### config.mk
export PLATFORM = sky130hd
export DESIGN_NAME = pc_fetch_unit
export DESIGN_NICKNAME = d
export VERILOG_FILES = /design/src/rtl/cpu_defs_pkg.sv /design/src/rtl/fetch_next_pc.sv /design/src/rtl/pc_fetch_unit.sv
export SDC_FILE = /design/constraint.sdc
export NUM_CORES = 1
export LEC_CHECK = 0
export CAP_MARGIN = 20
export CELL_PAD_IN_SITES_DETAIL_PLACEMENT = 0
export CELL_PAD_IN_SITES_GLOBAL_PLACEMENT = 2
export CORE_ASPECT_RATIO = 0.75
export CORE_MARGIN = 2
export CORE_UTILIZATION = 24
export DETAILED_ROUTE_END_ITERATION = 10
export GPL_TIMING_DRIVEN = 0
export PLACE_DENSITY_LB_ADDON = 0.1
export SLEW_MARGIN = 10
export SYNTH_ARGS = -nofsm -noshare
export SYNTH_HDL_FRONTEND = slang
export SYNTH_SLANG_ARGS = --single-unit
### constraint.sdc
create_clock -name clk_i -period 3.4 [get_ports clk_i]
set_input_delay 0.68 -clock clk_i [delete_from_list [all_inputs] [get_ports clk_i]]
set_output_delay 0.68 -clock clk_i [all_outputs]
set_load 0.02 [all_outputs]
### src/rtl/cpu_defs_pkg.sv
// Shared definitions for the IF stage: fetch FSM states, reset/exception
// vectors and the 9-bit exception codes carried down the pipe.
package cpu_defs_pkg;

  typedef enum logic [1:0] {
    IDLE = 2'd0,
    REQ  = 2'd1,
    WAIT = 2'd2
  } fetch_state_e;

  localparam logic [31:0] RESET_PC_DEF = 32'hbfc0_0000;
  localparam logic [31:0] EXC_VEC_DEF  = 32'hbfc0_0380;

  localparam logic [8:0] EXC_NONE = 9'h000;
  localparam logic [8:0] ADEL_IF  = 9'b0_1000_0000;

  function automatic logic [31:0] sat_inc(input logic [31:0] v);
    return (v == 32'hffff_ffff) ? v : v + 32'd1;
  endfunction

endpackage

### src/rtl/fetch_next_pc.sv
// Next fetch PC priority mux: exception vector, eret target, branch
// target after the delay slot, sequential +4, otherwise hold.
module fetch_next_pc #(
  parameter logic [31:0] EXC_VEC = 32'hbfc0_0380
) (
  input  logic [31:0] fetch_pc_i,
  input  logic        exc_flush_i,
  input  logic        eret_i,
  input  logic [31:0] epc_i,
  input  logic        deliver_i,
  input  logic        br_pend_i,
  input  logic [31:0] br_pc_i,
  input  logic        br_taken_i,
  input  logic [31:0] br_target_i,
  output logic [31:0] next_pc_o
);

  always_comb begin
    next_pc_o = fetch_pc_i;
    if (exc_flush_i) begin
      next_pc_o = EXC_VEC;
    end else if (eret_i) begin
      next_pc_o = epc_i;
    end else if (deliver_i && br_pend_i) begin
      next_pc_o = br_pc_i;
    end else if (deliver_i && br_taken_i) begin
      next_pc_o = br_target_i;
    end else if (deliver_i) begin
      next_pc_o = fetch_pc_i + 32'd4;
    end
  end

endmodule

### src/rtl/pc_fetch_unit.sv
// MIPS IF-stage front end: owns the fetch PC, runs the instruction-memory
// handshake and hands {pc, inst, except} to ID. Optional IF_PERF_CNT_EN.
module pc_fetch_unit
  import cpu_defs_pkg::*;
#(
  parameter logic [31:0] RESET_PC = RESET_PC_DEF,
  parameter logic [31:0] EXC_VEC  = EXC_VEC_DEF
) (
  input  logic        clk_i,
  input  logic        rst_i,
  output logic [31:0] fetch_pc_o,
  input  logic [31:0] det_realpc_i,
  input  logic        det_ok_i,
  input  logic [8:0]  det_except_i,
  output logic        inst_req_o,
  output logic [31:0] inst_addr_o,
  input  logic        inst_addr_ok_i,
  input  logic        inst_data_ok_i,
  input  logic [31:0] inst_rdata_i,
  input  logic        br_taken_i,
  input  logic [31:0] br_target_i,
  input  logic        exc_flush_i,
  input  logic        eret_i,
  input  logic [31:0] epc_i,
  input  logic        id_allowin_i,
  output logic        if_valid_o,
  output logic [31:0] if_pc_o,
  output logic [31:0] if_inst_o,
  output logic [8:0]  if_except_o,
  output logic [31:0] perf_wait_cyc_o,
  output logic [31:0] perf_discard_o
);

  fetch_state_e state_q;
  logic [31:0]  fetch_pc_q, if_pc_q, if_inst_q, br_pc_q, next_pc_d;
  logic [8:0]   if_except_q;
  logic         if_valid_q, inst_req_q, discard_q, br_pend_q;
  logic         redirect, slot_free, resp, deliver;

  assign redirect  = exc_flush_i | eret_i;
  assign slot_free = !if_valid_q || id_allowin_i;
  assign resp      = (state_q == WAIT) && inst_data_ok_i;
  // A response that collides with a redirect is dropped on the spot.
  assign deliver   = resp && !discard_q && !redirect;

  fetch_next_pc #(.EXC_VEC(EXC_VEC)) u_next_pc (
    .fetch_pc_i  (fetch_pc_q),
    .exc_flush_i (exc_flush_i),
    .eret_i      (eret_i),
    .epc_i       (epc_i),
    .deliver_i   (deliver),
    .br_pend_i   (br_pend_q),
    .br_pc_i     (br_pc_q),
    .br_taken_i  (br_taken_i),
    .br_target_i (br_target_i),
    .next_pc_o   (next_pc_d)
  );

  always_ff @(posedge clk_i) begin
    if (rst_i) begin
      state_q     <= IDLE;
      fetch_pc_q  <= RESET_PC;
      inst_req_q  <= 1'b0;
      if_valid_q  <= 1'b0;
      if_pc_q     <= 32'h0;
      if_inst_q   <= 32'h0;
      if_except_q <= EXC_NONE;
      discard_q   <= 1'b0;
      br_pend_q   <= 1'b0;
      br_pc_q     <= 32'h0;
    end else begin
      fetch_pc_q <= next_pc_d;

      if (redirect) begin
        br_pend_q <= 1'b0;
      end else if (deliver) begin
        br_pend_q <= br_pend_q & br_taken_i;
        if (br_pend_q && br_taken_i) br_pc_q <= br_target_i;
      end else if (br_taken_i) begin
        br_pend_q <= 1'b1;
        br_pc_q   <= br_target_i;
      end

      if (redirect) begin
        if_valid_q <= 1'b0;
      end else if (deliver) begin
        if_valid_q  <= 1'b1;
        if_pc_q     <= fetch_pc_q;
        if_inst_q   <= inst_rdata_i;
        if_except_q <= EXC_NONE;
      end else if (state_q == IDLE && slot_free && !det_ok_i) begin
        if_valid_q  <= 1'b1;
        if_pc_q     <= fetch_pc_q;
        if_inst_q   <= 32'h0;
        if_except_q <= det_except_i;
      end else if (id_allowin_i) begin
        if_valid_q <= 1'b0;
      end

      case (state_q)
        IDLE: begin
          if (!redirect && slot_free && det_ok_i) begin
            state_q    <= REQ;
            inst_req_q <= 1'b1;
          end
        end
        REQ: begin
          if (redirect) discard_q <= 1'b1;
          if (inst_addr_ok_i) begin
            state_q    <= WAIT;
            inst_req_q <= 1'b0;
          end
        end
        WAIT: begin
          if (inst_data_ok_i) begin
            state_q   <= IDLE;
            discard_q <= 1'b0;
          end else if (redirect) begin
            discard_q <= 1'b1;
          end
        end
        default: begin
          state_q    <= IDLE;
          inst_req_q <= 1'b0;
        end
      endcase
    end
  end

`ifdef IF_PERF_CNT_EN
  logic [31:0] perf_wait_q, perf_discard_q;
  logic        drop;

  assign drop = resp && (discard_q || redirect);

  always_ff @(posedge clk_i) begin
    if (rst_i) begin
      perf_wait_q    <= 32'h0;
      perf_discard_q <= 32'h0;
    end else begin
      if (state_q != IDLE) perf_wait_q <= sat_inc(perf_wait_q);
      if (drop)            perf_discard_q <= sat_inc(perf_discard_q);
    end
  end

  assign perf_wait_cyc_o = perf_wait_q;
  assign perf_discard_o  = perf_discard_q;
`else
  assign perf_wait_cyc_o = 32'h0;
  assign perf_discard_o  = 32'h0;
`endif

  assign fetch_pc_o  = fetch_pc_q;
  assign inst_req_o  = inst_req_q;
  assign inst_addr_o = det_realpc_i;
  assign if_valid_o  = if_valid_q;
  assign if_pc_o     = if_pc_q;
  assign if_inst_o   = if_inst_q;
  assign if_except_o = if_except_q;

endmodule

* Word-level counts from Yosys, hierarchy flattened
Index checks and enable logic that the tools add are counted.
** Word-level totals
- Flip-flop bits (word level) :: 143
- Word-level logic and storage cells :: 79
** Cells by class
- Add/subtract/negate cells :: 1
- Equality and inequality tests :: 6
- Mux-type cells :: 29
- Bitwise operators :: 4
- Reductions and logical operators :: 28
** Operator list (count)
- 2-to-1 mux 32 bit :: 11
- adder 32 x 3 -> 32 bit, second input constant :: 1
- 2-to-1 mux 9 bit :: 2
- logical AND 1 bit :: 10
- 2-to-1 mux 10 bit :: 1
- 2-to-1 mux 1 bit :: 9
- AND reduction 3 bit :: 3
- 2-to-1 mux 2 bit :: 3
- inequality test 2 bit, second input constant :: 3
- one-hot mux 2 bit (3 select lines) :: 1
- nonzero test 2 bit :: 3
- nonzero test 5 bit :: 1
- logical NOT 1 bit :: 4
- nonzero test 4 bit :: 1
- OR reduction 2 bit :: 2
- one-hot mux 1 bit (3 select lines) :: 1
- nonzero test 3 bit :: 1
- equality test 2 x 1 -> 1 bit, second input constant :: 1
- equality test 2 bit, second input constant :: 1
- logical NOT 2 bit :: 1
- inequality test 2 x 1 -> 1 bit, second input constant :: 1
- NOT 1 bit :: 2
- one-hot mux 1 bit (2 select lines) :: 1
- AND reduction 2 bit :: 1
- other kinds (3) :: 3

* Longest topological paths before layout
Gate-level depths: netlist (run 1).
- Depth in word-level cells :: 9
- Gate-level depth with buffers :: 10
- Depth with buffers taken out :: 7

* By module
Synthesis (run 1) repeated with hierarchy kept, for this count alone.
** Unflattened totals
- Cell total of the unflattened synthesis :: 953
- Area total of the unflattened synthesis :: 7926.4 µm²
** By module, submodules not included
- pc_fetch_unit :: instances 1, cells an instance 667, area each 6193.4 µm²
- fetch_next_pc :: instances 1, cells an instance 286, area each 1732.9 µm²

* Worst setup path before layout (run 1)
Ideal clock, no wire load.
- Path kind :: register to register
- Start :: reg fetch_pc_q[4] (netlist: fetch_pc_o[4])
- End :: reg fetch_pc_q[28] (netlist: fetch_pc_o[28])
- Arrival :: 2.032 ns
- Required time :: 3.278 ns
- Setup slack :: 1.247 ns
- Cell stages (with the launch flop) :: 8
- Path buffers :: 2
- Clock period less this slack :: 2.153 ns
- Cell sequence :: dfxtp_1 -> buf_2 -> and4_1 -> buf_4 -> nand4_4 -> or4b_4 -> a21o_1 -> a221o_1
** On the way
- Cells in the longest elaborated chain, start to end :: 5
** Ends and longest elaborated chain
- start, declared :: line pc_fetch_unit.sv:35 : logic [31:0] fetch_pc_q, if_pc_q, if_inst_q, br_pc_q, next_pc_d;
- start signal, assigned :: line pc_fetch_unit.sv:72 : fetch_pc_q <= next_pc_d;
- adder 32 x 3 -> 32 bit :: line fetch_next_pc.sv:29 : next_pc_o = fetch_pc_i + 32'd4;
- 2-to-1 mux 32 bit :: line fetch_next_pc.sv:28 : end else if (deliver_i) begin
- 2-to-1 mux 32 bit :: line fetch_next_pc.sv:26 : end else if (deliver_i && br_taken_i) begin
- 2-to-1 mux 32 bit :: line fetch_next_pc.sv:24 : end else if (deliver_i && br_pend_i) begin
- 2-to-1 mux 32 bit :: line fetch_next_pc.sv:22 : end else if (eret_i) begin
Every way passes these cells. The select of a mux whose other input is x is not followed.
A chain may end at the register's enable or synchronous reset.

==> flow_summary.yaml, run 1 <==
power_and_ir_drop:
  p_clk_frac: 0.417
  p_int_mw: 3.42
  swShare: 0.288
  power_density_nw_per_um2: 425
  power_frac_seq: 0.378
  comb_power_share: 0.205
  p_sw_mw: 1.39
  leakage_nw: 4.18
  ir_drop_mv: 0.261
die:
  die_y_um: 157
  die_w_um: 207
  boundaryPins: 349
  core_um2: 30300
  initial_core_util: 0.246
  core.rowCount: 55
  dieArea_um2: 32500
worst_hold_path:
  worstHoldStart: "br_pc_q[3]$_SDFFE_PP0P_"
  hold_depth: 2
  holdPathEnd: "br_pc_q[3]$_SDFFE_PP0P_"
  min_path_type: "flip-flop to flip-flop"
critical_path:
  r2r_cells: 9
  r2r_slack_ns: 0.35
  critPathKind: "input port to flip-flop"
  critPathMaxFanout: 10
  end_kind: "flip-flop"
  r2r-start: "state_q[0]$_SDFFE_PP0P_"
  arrival_ns: 3.43
  critical_path_required_ns: 3.69
  critPathLaunchType: "input port"
clocking:
  clockRootBuffer: "clkbuf_16"
  cts_tree: "yes"
  clk_latency_ns: 0.44
  path_clk_slew_ns: 0.07
  cts_setup_buffers: 0
  clk_path_buf_depth: 2
  ctsResizeCount: 0
  htree_levels: 4
  ctsHoldBuffers: 0
  clock_sinks: 143
  numCtsBuffers: 17
run_status:
  status: "finished clean"
flow_run:
  cap_viol_max_count: 0
placed_design:
  dp.final_hpwl_mm: 26.1
  port_buffers: 250
  place_ws_ns: -0.182
  globalplace.congestion: 0.832
logic_synthesis:
  synth_top_area_share: 0.384
  netlist_area_um2: 7450
  synth_top_area_cell: "dfxtp_1"
  async_reset_ff_frac: 0
  synth_cell_types: 61
  avgSynthCellArea_um2: 7.65
  syn_inst: 974
  ys_top_cells_by_area: "dfxtp_1 (38%), buf_4 (9.8%), nand2_1 (9.3%)"
  ys.flop_type: "dfxtp_1"
  yosysSeqAreaShare: 0.384
  ys_warn_count: 0
  ys_ff_latch: 143
  synth_edf_count: 0
sta:
  slew_headroom: 0.261
  max_freq_ghz: 0.319
  rsz0062_at_grt: "no"
  hold_viol_final: 0
  setup_viol: 0
  fin_tns_setup_ns: 0
  worstMarginPinSlew_ns: 1.11
  setup_slack_ns: 0.265
  slew_violations: 0
  whs_ns: 0.453
  skew_ns: 0.00807
  fin_crit_ns: 3.14
  finalCritPeriodShare: 0.922
global_route:
  grt_overflow: 0
  grt_max_degree: 17
  grt_pass1_wl_mm: 49.4
  first_global_vias: 7483
  antenna_found_initial: 1
  track_usage: 0.205
route:
  drt-pass1-iter-count: 7
  drt_iter0_markers: 556
  num_vias: 8149
  drt-total-wl_mm: 34.3
  wl_per_cell_um: 20.0
  drc: 0
  detail-route-antenna-nets: 0
  vias_per_cell: 4.74
final_layout:
  fin_nets: 1458
  drive_gt1_frac: 0.111
  area_delta_synth_final_pct: 51.8
## metal layers
metal | track usage | vias up | part of all wire
met3 | 0.0397 | 21 | 0.070
met1 | 0.298 | 3888 | 0.48
met2 | 0.308 | 334 | 0.43
met5 | 0 | - | 0
met4 | 0.0486 | 0 | 0.013
li1 | - | 3906 | -
## power groups by stage
stage	logic (mW)	registers, mW	clock network, mW
final	0.985	1.82	2.01
after global routing	1.06	1.83	2.12
after floorplan	0.491	1.89	0
after CTS	0.984	1.82	2.06
after global placement	0.980	1.85	0
after detailed placement	0.981	1.85	0
## critical path, cell delays in order
cell	delay (ns)
clkdlybuf4s50_1	0.45
nand4bb_1	0.20
buf_2	0.22
nor2_1	0.64
clkbuf_1	0.69
nor3_1	0.21
a222oi_1	0.26
nor2_1	0.06
## how the worst max path moves through the flow
stage,start,end,slack [ns]
after detailed placement,exc_flush_i,flip-flop,-0.18
after global routing,exc_flush_i,flip-flop,0.11
after global placement,exc_flush_i,flip-flop,-0.19
final,exc_flush_i,flip-flop,0.26
after floorplan,fetch_pc_o[4]$_SDFFE_PP0P_,fetch_pc_o[28]$_SDFFE_PP1P_,1.25
after CTS,exc_flush_i,flip-flop,0.28
## registers in the layout, summed over array words and instances, names as in the netlist, named ones only
register	flops
if_pc_o	32
inst_req_o	1
state_q	2
if_valid_o	1
if_except_o	9
if_inst_o	32
discard_q	1
br_pend_q	1
br_pc_q	32
fetch_pc_o	30
## synth_stat cells (5+ instances only)
| cell | number |
|---|---|
| nand2_1 | 184 |
| dfxtp_1 | 143 |
| buf_4 | 97 |
| a21oi_1 | 96 |
| nor2_1 | 85 |
| clkbuf_1 | 52 |
| a22oi_1 | 44 |
| o21ai_0 | 28 |
| nand3_1 | 27 |
| nor3_1 | 21 |
| inv_1 | 12 |
| buf_1 | 10 |
| o211ai_1 | 9 |
| a31oi_1 | 8 |
| nand2b_1 | 8 |
| nor4_1 | 8 |
| xor2_1 | 8 |
| a2bb2oi_1 | 7 |
| buf_2 | 7 |
| a221oi_1 | 6 |
| ha_1 | 6 |
| nor2b_1 | 6 |
| o31a_1 | 6 |
| a211oi_1 | 5 |
| nand4_1 | 5 |
| o31ai_1 | 5 |
| or3_1 | 5 |
| xnor2_1 | 5 |
## cells in the final DEF (no fill, tap or decap), types with 9 or more instances in the layout
master | Yosys | routed
a21oi_1 | 96 | 96
a22oi_1 | 44 | 44
buf_1 | 10 | 10
buf_4 | 97 | 97
clkbuf_1 | 52 | 52
clkbuf_16 | 0 | 17
clkdlybuf4s50_1 | 0 | 250
conb_1 | 1 | 64
dfxtp_1 | 143 | 143
inv_1 | 12 | 12
nand2_1 | 184 | 184
nand3_1 | 27 | 27
nor2_1 | 85 | 85
nor3_1 | 21 | 21
o211ai_1 | 9 | 9
o21ai_0 | 28 | 28
## metrics by stage
step                      power (mW)  cells  instance area (um2)  utilization
after floorplan                 2.39   1037                 7690            -
after global placement          2.83   1686                10700        0.352
after detailed placement        2.83   1686                10700        0.352
after CTS                       4.86   1717                11300        0.373
after global routing            5.01   1718                11300        0.373
final                           4.81   1718                11300        0.373
## final cells by class
cell class,count,area (um2)
Multi-Input combinational cell,714,3780
Buffer,168,1010
Clock buffer,21,480
Clock inverter,10,135
Timing Repair Buffer,250,2500
Antenna cell,1,2.50
Sequential cell,143,2860
Tap cell,399,499
Inverter,12,45.0
Fill cell,3236,19000
## kinds of logic after synthesis
logic type / Yosys count / synth area share
AOI/OAI and AO/OA: 253 / 0.221
xor gates and xnor gates: 13 / 0.0153
adders and majority gates: 6 / 0.0101
buffers and inverters: 180 / 0.141
DFF: 143 / 0.384
muxes: 4 / 0.00537
other: 1 / 0.000503
and+or+nand+nor: 374 / 0.223
Power figures use the tool's default switching activity.
==> run 2: changes to the inputs <==
CTS_CLUSTER_DIAMETER = 80   (was not set)
==> results of run 2 <==
The final DEF is identical to that of run 1; final timing and power are the same.
